$ cat src/rtl/led_pkg.sv
// ---------------------------------------------------------------------------
// led_pkg
// Shared definitions for the decorative LED pattern generator:
//   - mode encodings driven by the mode-select stage
//   - pattern FSM state enumeration
//   - active_rule encodings reported back on the LED bus
// ---------------------------------------------------------------------------
package led_pkg;

  // Mode encodings as presented on mode_in
  localparam logic [1:0] MODE_IDLE  = 2'b00;
  localparam logic [1:0] MODE_RULE1 = 2'b01;
  localparam logic [1:0] MODE_RULE2 = 2'b10;
  localparam logic [1:0] MODE_AUTO  = 2'b11;

  // Rule currently shown on the LED bank
  localparam logic [1:0] RULE_NONE = 2'b00;
  localparam logic [1:0] RULE_1    = 2'b01;
  localparam logic [1:0] RULE_2    = 2'b10;

  // Pattern sequencer states
  typedef enum logic [2:0] {
    ST_IDLE    = 3'd0,
    ST_RULE1   = 3'd1,
    ST_RULE2   = 3'd2,
    ST_AUTO_R1 = 3'd3,
    ST_AUTO_R2 = 3'd4
  } led_state_e;

endpackage : led_pkg

$ cat src/rtl/led_pattern_gen_if.sv
// ---------------------------------------------------------------------------
// led_pattern_gen_if
// Bundles the mode request and the LED-bank outputs of led_pattern_gen.
//   mode_in     : requested mode (00 idle, 01 rule 1, 10 rule 2, 11 auto)
//   leds        : LED drive, bit 0 = leftmost LED
//   active_rule : rule currently displayed (00 none, 01 rule 1, 10 rule 2)
//   step_tick   : one-cycle pulse when the pattern step advances
//   cycle_done  : one-cycle pulse when the step wraps from last to 0
// master = mode-select side, slave = pattern generator.
// ---------------------------------------------------------------------------
interface led_pattern_gen_if #(
  parameter int NUM_LEDS = 16
);
  logic [1:0]          mode_in;
  logic [NUM_LEDS-1:0] leds;
  logic [1:0]          active_rule;
  logic                step_tick;
  logic                cycle_done;

  modport master (
    output mode_in,
    input  leds, active_rule, step_tick, cycle_done
  );

  modport slave (
    input  mode_in,
    output leds, active_rule, step_tick, cycle_done
  );
endinterface : led_pattern_gen_if

$ cat src/rtl/led_tick_div.sv
// ---------------------------------------------------------------------------
// led_tick_div
// Step prescaler. Counts clk cycles while enabled and flags the last cycle
// of each TICK_DIV-cycle step window.
//   clk    : system clock
//   rst_n  : asynchronous active-low reset
//   clear  : restart the count from 0 (mode change)
//   enable : count only while a pattern is running; held at 0 otherwise
//   tick   : high while the count sits at TICK_DIV-1 (step advances at the
//            following edge)
// ---------------------------------------------------------------------------
module led_tick_div #(
  parameter int TICK_DIV = 5000000
) (
  input  logic clk,
  input  logic rst_n,
  input  logic clear,
  input  logic enable,
  output logic tick
);

  localparam int DIV_W = (TICK_DIV > 1) ? $clog2(TICK_DIV) : 1;
  localparam logic [DIV_W-1:0] DIV_MAX = DIV_W'(TICK_DIV - 1);

  logic [DIV_W-1:0] div_q, div_d;

  always_comb begin
    div_d = div_q;
    if (clear || !enable) begin
      div_d = '0;
    end else if (div_q == DIV_MAX) begin
      div_d = '0;
    end else begin
      div_d = div_q + 1'b1;
    end
  end

  always_ff @(posedge clk or negedge rst_n) begin
    if (!rst_n) begin
      div_q <= '0;
    end else begin
      div_q <= div_d;
    end
  end

  assign tick = enable && (div_q == DIV_MAX);

endmodule : led_tick_div

$ cat src/rtl/led_pattern_gen.sv
// ---------------------------------------------------------------------------
// led_pattern_gen
// Drives the decorative LED bank from the registered 2-bit mode:
//   00 idle (all off), 01 repeat rule 1 (fill/drain), 10 repeat rule 2
//   (bounce dot), 11 automatic (AUTO_REPEATS cycles of each rule in turn).
// Each pattern step is held TICK_DIV cycles; any mode change restarts the
// sequence at step 0 with a one-clock latency.
// Ports:
//   clk   : system clock, all state on the rising edge
//   rst_n : asynchronous active-low reset
//   bus   : led_pattern_gen_if slave (mode_in in; leds, active_rule,
//           step_tick, cycle_done out, all registered)
// ---------------------------------------------------------------------------
module led_pattern_gen
  import led_pkg::*;
#(
  parameter int NUM_LEDS     = 16,
  parameter int TICK_DIV     = 5000000,
  parameter int AUTO_REPEATS = 2
) (
  input  logic                clk,
  input  logic                rst_n,
  led_pattern_gen_if.slave    bus
);

  localparam int L1     = 2 * NUM_LEDS;
  localparam int L2     = 2 * NUM_LEDS - 2;
  localparam int STEP_W = $clog2(2 * NUM_LEDS);
  localparam int REP_W  = (AUTO_REPEATS > 1) ? $clog2(AUTO_REPEATS) : 1;

  localparam logic [STEP_W-1:0] L1_LAST  = STEP_W'(L1 - 1);
  localparam logic [STEP_W-1:0] L2_LAST  = STEP_W'(L2 - 1);
  localparam logic [REP_W-1:0]  REP_LAST = REP_W'(AUTO_REPEATS - 1);

  // Rule 1: fill from bit 0 upwards, then drain from the top.
  function automatic logic [NUM_LEDS-1:0] rule1_pat(input logic [STEP_W-1:0] k);
    logic [NUM_LEDS-1:0] ones;
    int                  ki;
    ones = '1;
    ki   = int'(k);
    if (ki < NUM_LEDS) begin
      rule1_pat = ones >> (NUM_LEDS - 1 - ki);
    end else begin
      // Last step shifts by NUM_LEDS, giving an all-off frame.
      rule1_pat = ones >> (ki - NUM_LEDS + 1);
    end
  endfunction

  // Rule 2: single dot walking out to the far end and back, ends not repeated.
  function automatic logic [NUM_LEDS-1:0] rule2_pat(input logic [STEP_W-1:0] k);
    logic [NUM_LEDS-1:0] one;
    int                  ki;
    one = NUM_LEDS'(1);
    ki  = int'(k);
    if (ki < NUM_LEDS) begin
      rule2_pat = one << ki;
    end else begin
      rule2_pat = one << (2 * NUM_LEDS - 2 - ki);
    end
  endfunction

  led_state_e          state_q;
  logic [1:0]          mode_q;
  logic [STEP_W-1:0]   step_q;
  logic [REP_W-1:0]    rep_q;
  logic [NUM_LEDS-1:0] leds_q;
  logic [1:0]          active_rule_q;
  logic                step_tick_q;
  logic                cycle_done_q;

  logic                mode_change;
  logic                running;
  logic                tick;
  logic                is_rule2;
  logic                is_auto;
  logic                wrap;
  logic                rep_last;
  logic [STEP_W-1:0]   step_inc;

  always_comb begin
    mode_change = (bus.mode_in != mode_q);
    running     = (state_q != ST_IDLE);
    is_rule2    = (state_q == ST_RULE2) || (state_q == ST_AUTO_R2);
    is_auto     = (state_q == ST_AUTO_R1) || (state_q == ST_AUTO_R2);
    wrap        = is_rule2 ? (step_q == L2_LAST) : (step_q == L1_LAST);
    rep_last    = (rep_q == REP_LAST);
    step_inc    = step_q + 1'b1;
  end

  led_tick_div #(
    .TICK_DIV (TICK_DIV)
  ) u_tick_div (
    .clk    (clk),
    .rst_n  (rst_n),
    .clear  (mode_change),
    .enable (running),
    .tick   (tick)
  );

  always_ff @(posedge clk or negedge rst_n) begin
    if (!rst_n) begin
      state_q       <= ST_IDLE;
      mode_q        <= MODE_IDLE;
      step_q        <= '0;
      rep_q         <= '0;
      leds_q        <= '0;
      active_rule_q <= RULE_NONE;
      step_tick_q   <= 1'b0;
      cycle_done_q  <= 1'b0;
    end else begin
      step_tick_q  <= 1'b0;
      cycle_done_q <= 1'b0;
      if (mode_change) begin
        // A mode change wins over a coincident tick: restart silently.
        mode_q <= bus.mode_in;
        step_q <= '0;
        rep_q  <= '0;
        case (bus.mode_in)
          MODE_RULE1: begin
            state_q       <= ST_RULE1;
            leds_q        <= rule1_pat('0);
            active_rule_q <= RULE_1;
          end
          MODE_RULE2: begin
            state_q       <= ST_RULE2;
            leds_q        <= rule2_pat('0);
            active_rule_q <= RULE_2;
          end
          MODE_AUTO: begin
            state_q       <= ST_AUTO_R1;
            leds_q        <= rule1_pat('0);
            active_rule_q <= RULE_1;
          end
          default: begin
            state_q       <= ST_IDLE;
            leds_q        <= '0;
            active_rule_q <= RULE_NONE;
          end
        endcase
      end else if (running && tick) begin
        step_tick_q <= 1'b1;
        if (wrap) begin
          cycle_done_q <= 1'b1;
          step_q       <= '0;
          if (is_auto && rep_last) begin
            // Enough full cycles of this rule: hand over to the other one.
            rep_q <= '0;
            if (state_q == ST_AUTO_R1) begin
              state_q       <= ST_AUTO_R2;
              leds_q        <= rule2_pat('0);
              active_rule_q <= RULE_2;
            end else begin
              state_q       <= ST_AUTO_R1;
              leds_q        <= rule1_pat('0);
              active_rule_q <= RULE_1;
            end
          end else begin
            if (is_auto) begin
              rep_q <= rep_q + 1'b1;
            end
            leds_q <= is_rule2 ? rule2_pat('0) : rule1_pat('0);
          end
        end else begin
          step_q <= step_inc;
          leds_q <= is_rule2 ? rule2_pat(step_inc) : rule1_pat(step_inc);
        end
      end
    end
  end

  assign bus.leds        = leds_q;
  assign bus.active_rule = active_rule_q;
  assign bus.step_tick   = step_tick_q;
  assign bus.cycle_done  = cycle_done_q;

endmodule : led_pattern_gen

$ cat src/flat_wrapper.sv
// flat-port wrapper written by rule: the top's interface ports become plain ports
module led_pattern_gen_flat import led_pkg::*;
#(
  parameter int NUM_LEDS     = 16,
  parameter int TICK_DIV     = 5000000,
  parameter int AUTO_REPEATS = 2
)
  (clk, rst_n, bus_mode_in, bus_leds, bus_active_rule, bus_step_tick, bus_cycle_done);
  led_pattern_gen_if #(.NUM_LEDS(NUM_LEDS)) bus_i ();
  input  logic clk;
  input  logic rst_n;
  input wire logic [$bits(bus_i.mode_in)-1:0] bus_mode_in;
  output wire logic [$bits(bus_i.leds)-1:0] bus_leds;
  output wire logic [$bits(bus_i.active_rule)-1:0] bus_active_rule;
  output wire logic [$bits(bus_i.step_tick)-1:0] bus_step_tick;
  output wire logic [$bits(bus_i.cycle_done)-1:0] bus_cycle_done;
  assign bus_i.mode_in = bus_mode_in;
  assign bus_leds = bus_i.leds;
  assign bus_active_rule = bus_i.active_rule;
  assign bus_step_tick = bus_i.step_tick;
  assign bus_cycle_done = bus_i.cycle_done;
  led_pattern_gen #(.NUM_LEDS(NUM_LEDS), .TICK_DIV(TICK_DIV), .AUTO_REPEATS(AUTO_REPEATS)) u_core (.clk(clk), .rst_n(rst_n), .bus(bus_i));
endmodule
$ cat config.mk
export PLATFORM = sky130hd
export DESIGN_NAME = led_pattern_gen_flat
export DESIGN_NICKNAME = d
export VERILOG_FILES = /design/src/rtl/led_pkg.sv /design/src/rtl/led_pattern_gen_if.sv /design/src/rtl/led_tick_div.sv /design/src/rtl/led_pattern_gen.sv /design/src/flat_wrapper.sv
export SDC_FILE = /design/constraint.sdc
export NUM_CORES = 1
export LEC_CHECK = 0
export ABC_AREA = 1
export CAP_MARGIN = 20
export CORE_ASPECT_RATIO = 1.1
export CORE_MARGIN = 2
export CORE_UTILIZATION = 42
export DETAILED_ROUTE_END_ITERATION = 8
export PLACE_DENSITY = 0.71
export SETUP_SLACK_MARGIN = 0.15
export SLEW_MARGIN = 20
export SYNTH_ARGS = -nofsm -noshare
export SYNTH_HDL_FRONTEND = slang
export SYNTH_HIERARCHICAL = 1
export SYNTH_SLANG_ARGS = --single-unit
$ cat constraint.sdc
create_clock -name clk -period 2.9 [get_ports clk]
set_clock_uncertainty 0.15 [all_clocks]
set_input_delay 0.87 -clock clk [delete_from_list [all_inputs] [get_ports clk]]
set_output_delay 0.87 -clock clk [all_outputs]
set_load 0.02 [all_outputs]
==> results.tsv <==
metric	value	unit
synth_commonest_cells	159 x nand2_1, 53 x dfrtp_1, 53 x nor2_1	
rows	34	
worst_slew_pin_slew	0.626	ns
worst-r2r-cell-count	13	
routedWlPerCell	12.2	µm
cts_buffers	5	
vdd_ir_drop_max	0.000236	V
gp_congestion	0.910	
placed_cells	605	
grt_usage	17.7	%
drive_gt1_share	16.7	%
cp_data_arrival_time	2.57	ns
drv_cap	0	
dp_hpwl	5830	µm
synthTopCellsByArea	dfrtp_1 39%, nand2_1 17%, nand3_1 6.4%	
synthArstFlopShare	100	%
synthFlopType	dfrtp_1	
cts_max_path_buffers	2	
cts_tree	built	
hold_buffers	0	
fin_crit	2.47	ns
multi_input_area	0.00187	mm²
fmax	405	MHz
cts.sinks	53	
clock_latency	0.30	ns
synth_top_cell_by_area	dfrtp_1	
synthToLayoutAreaGrowth	13.3	%
synth.most_common_cell	nand2_1	
final_util	49.1	%
pin_count	24	
critPathCaptureType	register	
netlist_instances	477	
relSlewSlack	58.3	%
power_density	438	mW/mm²
antenna_found_initial	0	
worst-setup-path-type	reg -> reg	
ant_nets	0	
drtPass1Iterations	4	
fin_nets	513	
post_dp_cell_area	0.00378	mm²
stdcell_count	612	
p_leak	1.81	nW
overflow	0	
regArea	0.00133	mm²
die_h	98.7	µm
grt_pass1_vias	2936	
postCtsSetupBuffers	0	
grt_max_degree	29	
nFillCells	813	
synth.top_cell.area_share	38.7	%
holdCritPathClass	reg -> reg	
hold_viol	0	
viasPerCell	4.88	
rsz0062_at_grt	false	
whs_path_depth	2	
via_count	2985	
die-area	0.00890	mm²
clkTransAtPathRegs	0.09	ns
fin_area	0.00388	mm²
htreeDepth	2	
worstSetupStartpointType	register	
synth_nets	486	
grt_pass1_wl	13100	µm
whs	0.339	ns
setup_viol	0	
syn_avg_cell_area	7.18	µm²
status	finished, final reports clean	
synth_edf_count	0	
drc	0	
critPathRequiredTime	3.00	ns
drtIter0Drc	131	
slew_violations	0	
cts_root_buffer	clkbuf_8	
die_w	90.1	µm
synth.distinct_cells	31	
tns	0	ns
yosysSeqAreaShare	38.7	%
critical_path_peak_fanout	7	
finalCritPeriodShare	85.2	%
start_util	43.3	%
core	0.00791	mm²
synth_seq_cells	53	
yosysWarnings	6	
drt_wl_total	7480	µm
numPortBuffers	23	
post_cts_resized	0	
n_antenna_cell	0	
syn_area	0.00343	mm²
-- final timing paths --
check | slack (ns) | endpoint | startpoint
max in group asynchronous | 1.62 | u_core/u_tick_div/div_q[8]$_DFF_PN0_ | rst_n
min in group asynchronous | 0.43 | u_core/u_tick_div/div_q[20]$_DFF_PN0_ | rst_n
setup / recovery | 0.43 | u_core/bus.leds[10]$_DFFE_PN0P_ | u_core/u_tick_div/div_q[0]$_DFF_PN0_
setup reg to reg | 0.43 | u_core/bus.leds[10]$_DFFE_PN0P_ | u_core/u_tick_div/div_q[0]$_DFF_PN0_
hold reg to reg | 0.34 | u_core/bus.leds[8]$_DFFE_PN0P_ | u_core/bus.leds[8]$_DFFE_PN0P_
hold / removal | 0.34 | u_core/bus.leds[8]$_DFFE_PN0P_ | u_core/bus.leds[8]$_DFFE_PN0P_
-- registers in the layout, indices dropped and copies added (netlist names) --
signal	flops
u_core/bus.active_rule	2
u_core/bus.cycle_done	1
u_core/bus.leds	16
u_core/bus.step_tick	1
u_core/mode_q	2
u_core/rep_last	1
u_core/state_q	2
u_core/step_q	5
u_core/u_tick_div/div_q	23
-- metrics by stage --
stage               setup slack, ns  total power, mW
detailed placement            0.171             1.23
CTS                           0.447             1.72
finish                        0.428             1.70
global placement              0.225             1.23
floorplan                     0.838             1.11
global route                  0.186             1.81
-- metal layers --
layer	track usage [%]	routed length (µm)	share of wire, %
met4	5.21	114	1.5
met3	2.75	285	3.8
met5	0	0	0
met1	22.0	3340	45
met2	31.8	3740	50
-- power by group --
part           switching, mW  internal (mW)  total [mW]
Sequential            0.0323          0.769       0.802
Clock                  0.237          0.251       0.489
Combinational          0.279          0.130       0.409
-- cells by family after synthesis --
| logic type | count (synthesis) | synth area share (%) |
|---|---|---|
| AND/OR/NAND/NOR | 326 | 45.5 |
| XOR/XNOR | 11 | 2.81 |
| adder cells (fa/ha/maj) | 5 | 1.83 |
| buffers and inverters | 57 | 6.83 |
| flip-flops | 53 | 38.7 |
| AO/OA/AOI/OAI | 25 | 4.38 |
-- worst max-delay path, stage by stage (launching register included) --
cell and delay [ns]:
dfrtp_1 0.47, ha_1 0.22, nand2_2 0.11, nor2_8 0.15
nand2_2 0.10, inv_1 0.12, nand4_1 0.13, nor2_1 0.12
nand2_1 0.12, nor2_2 0.18, nand2_2 0.15, a21oi_4 0.23
nand3_1 0.10, nand2_1 0.07
-- cell usage in the layout (no fill, tap or decap), types with 7 or more instances in the layout --
cell,instances
nor2_4,11
nand2_2,21
inv_2,14
nand3_1,44
nand4_1,9
nand2_1,159
nor2_2,17
a21oi_1,8
xor2_1,7
nor2_1,53
inv_1,36
clkdlybuf4s50_1,22
dfrtp_1,53
-- final cells by class --
type,count,area share (%)
sequential,53,34.1
inverter,51,4.93
tap,108,3.48
timing repair buffer,26,6.70
clock buffer,5,1.77
multi-input combinational,367,48.1
clock inverter,2,0.902
Note: power is estimated with default switching activity, not from simulation.
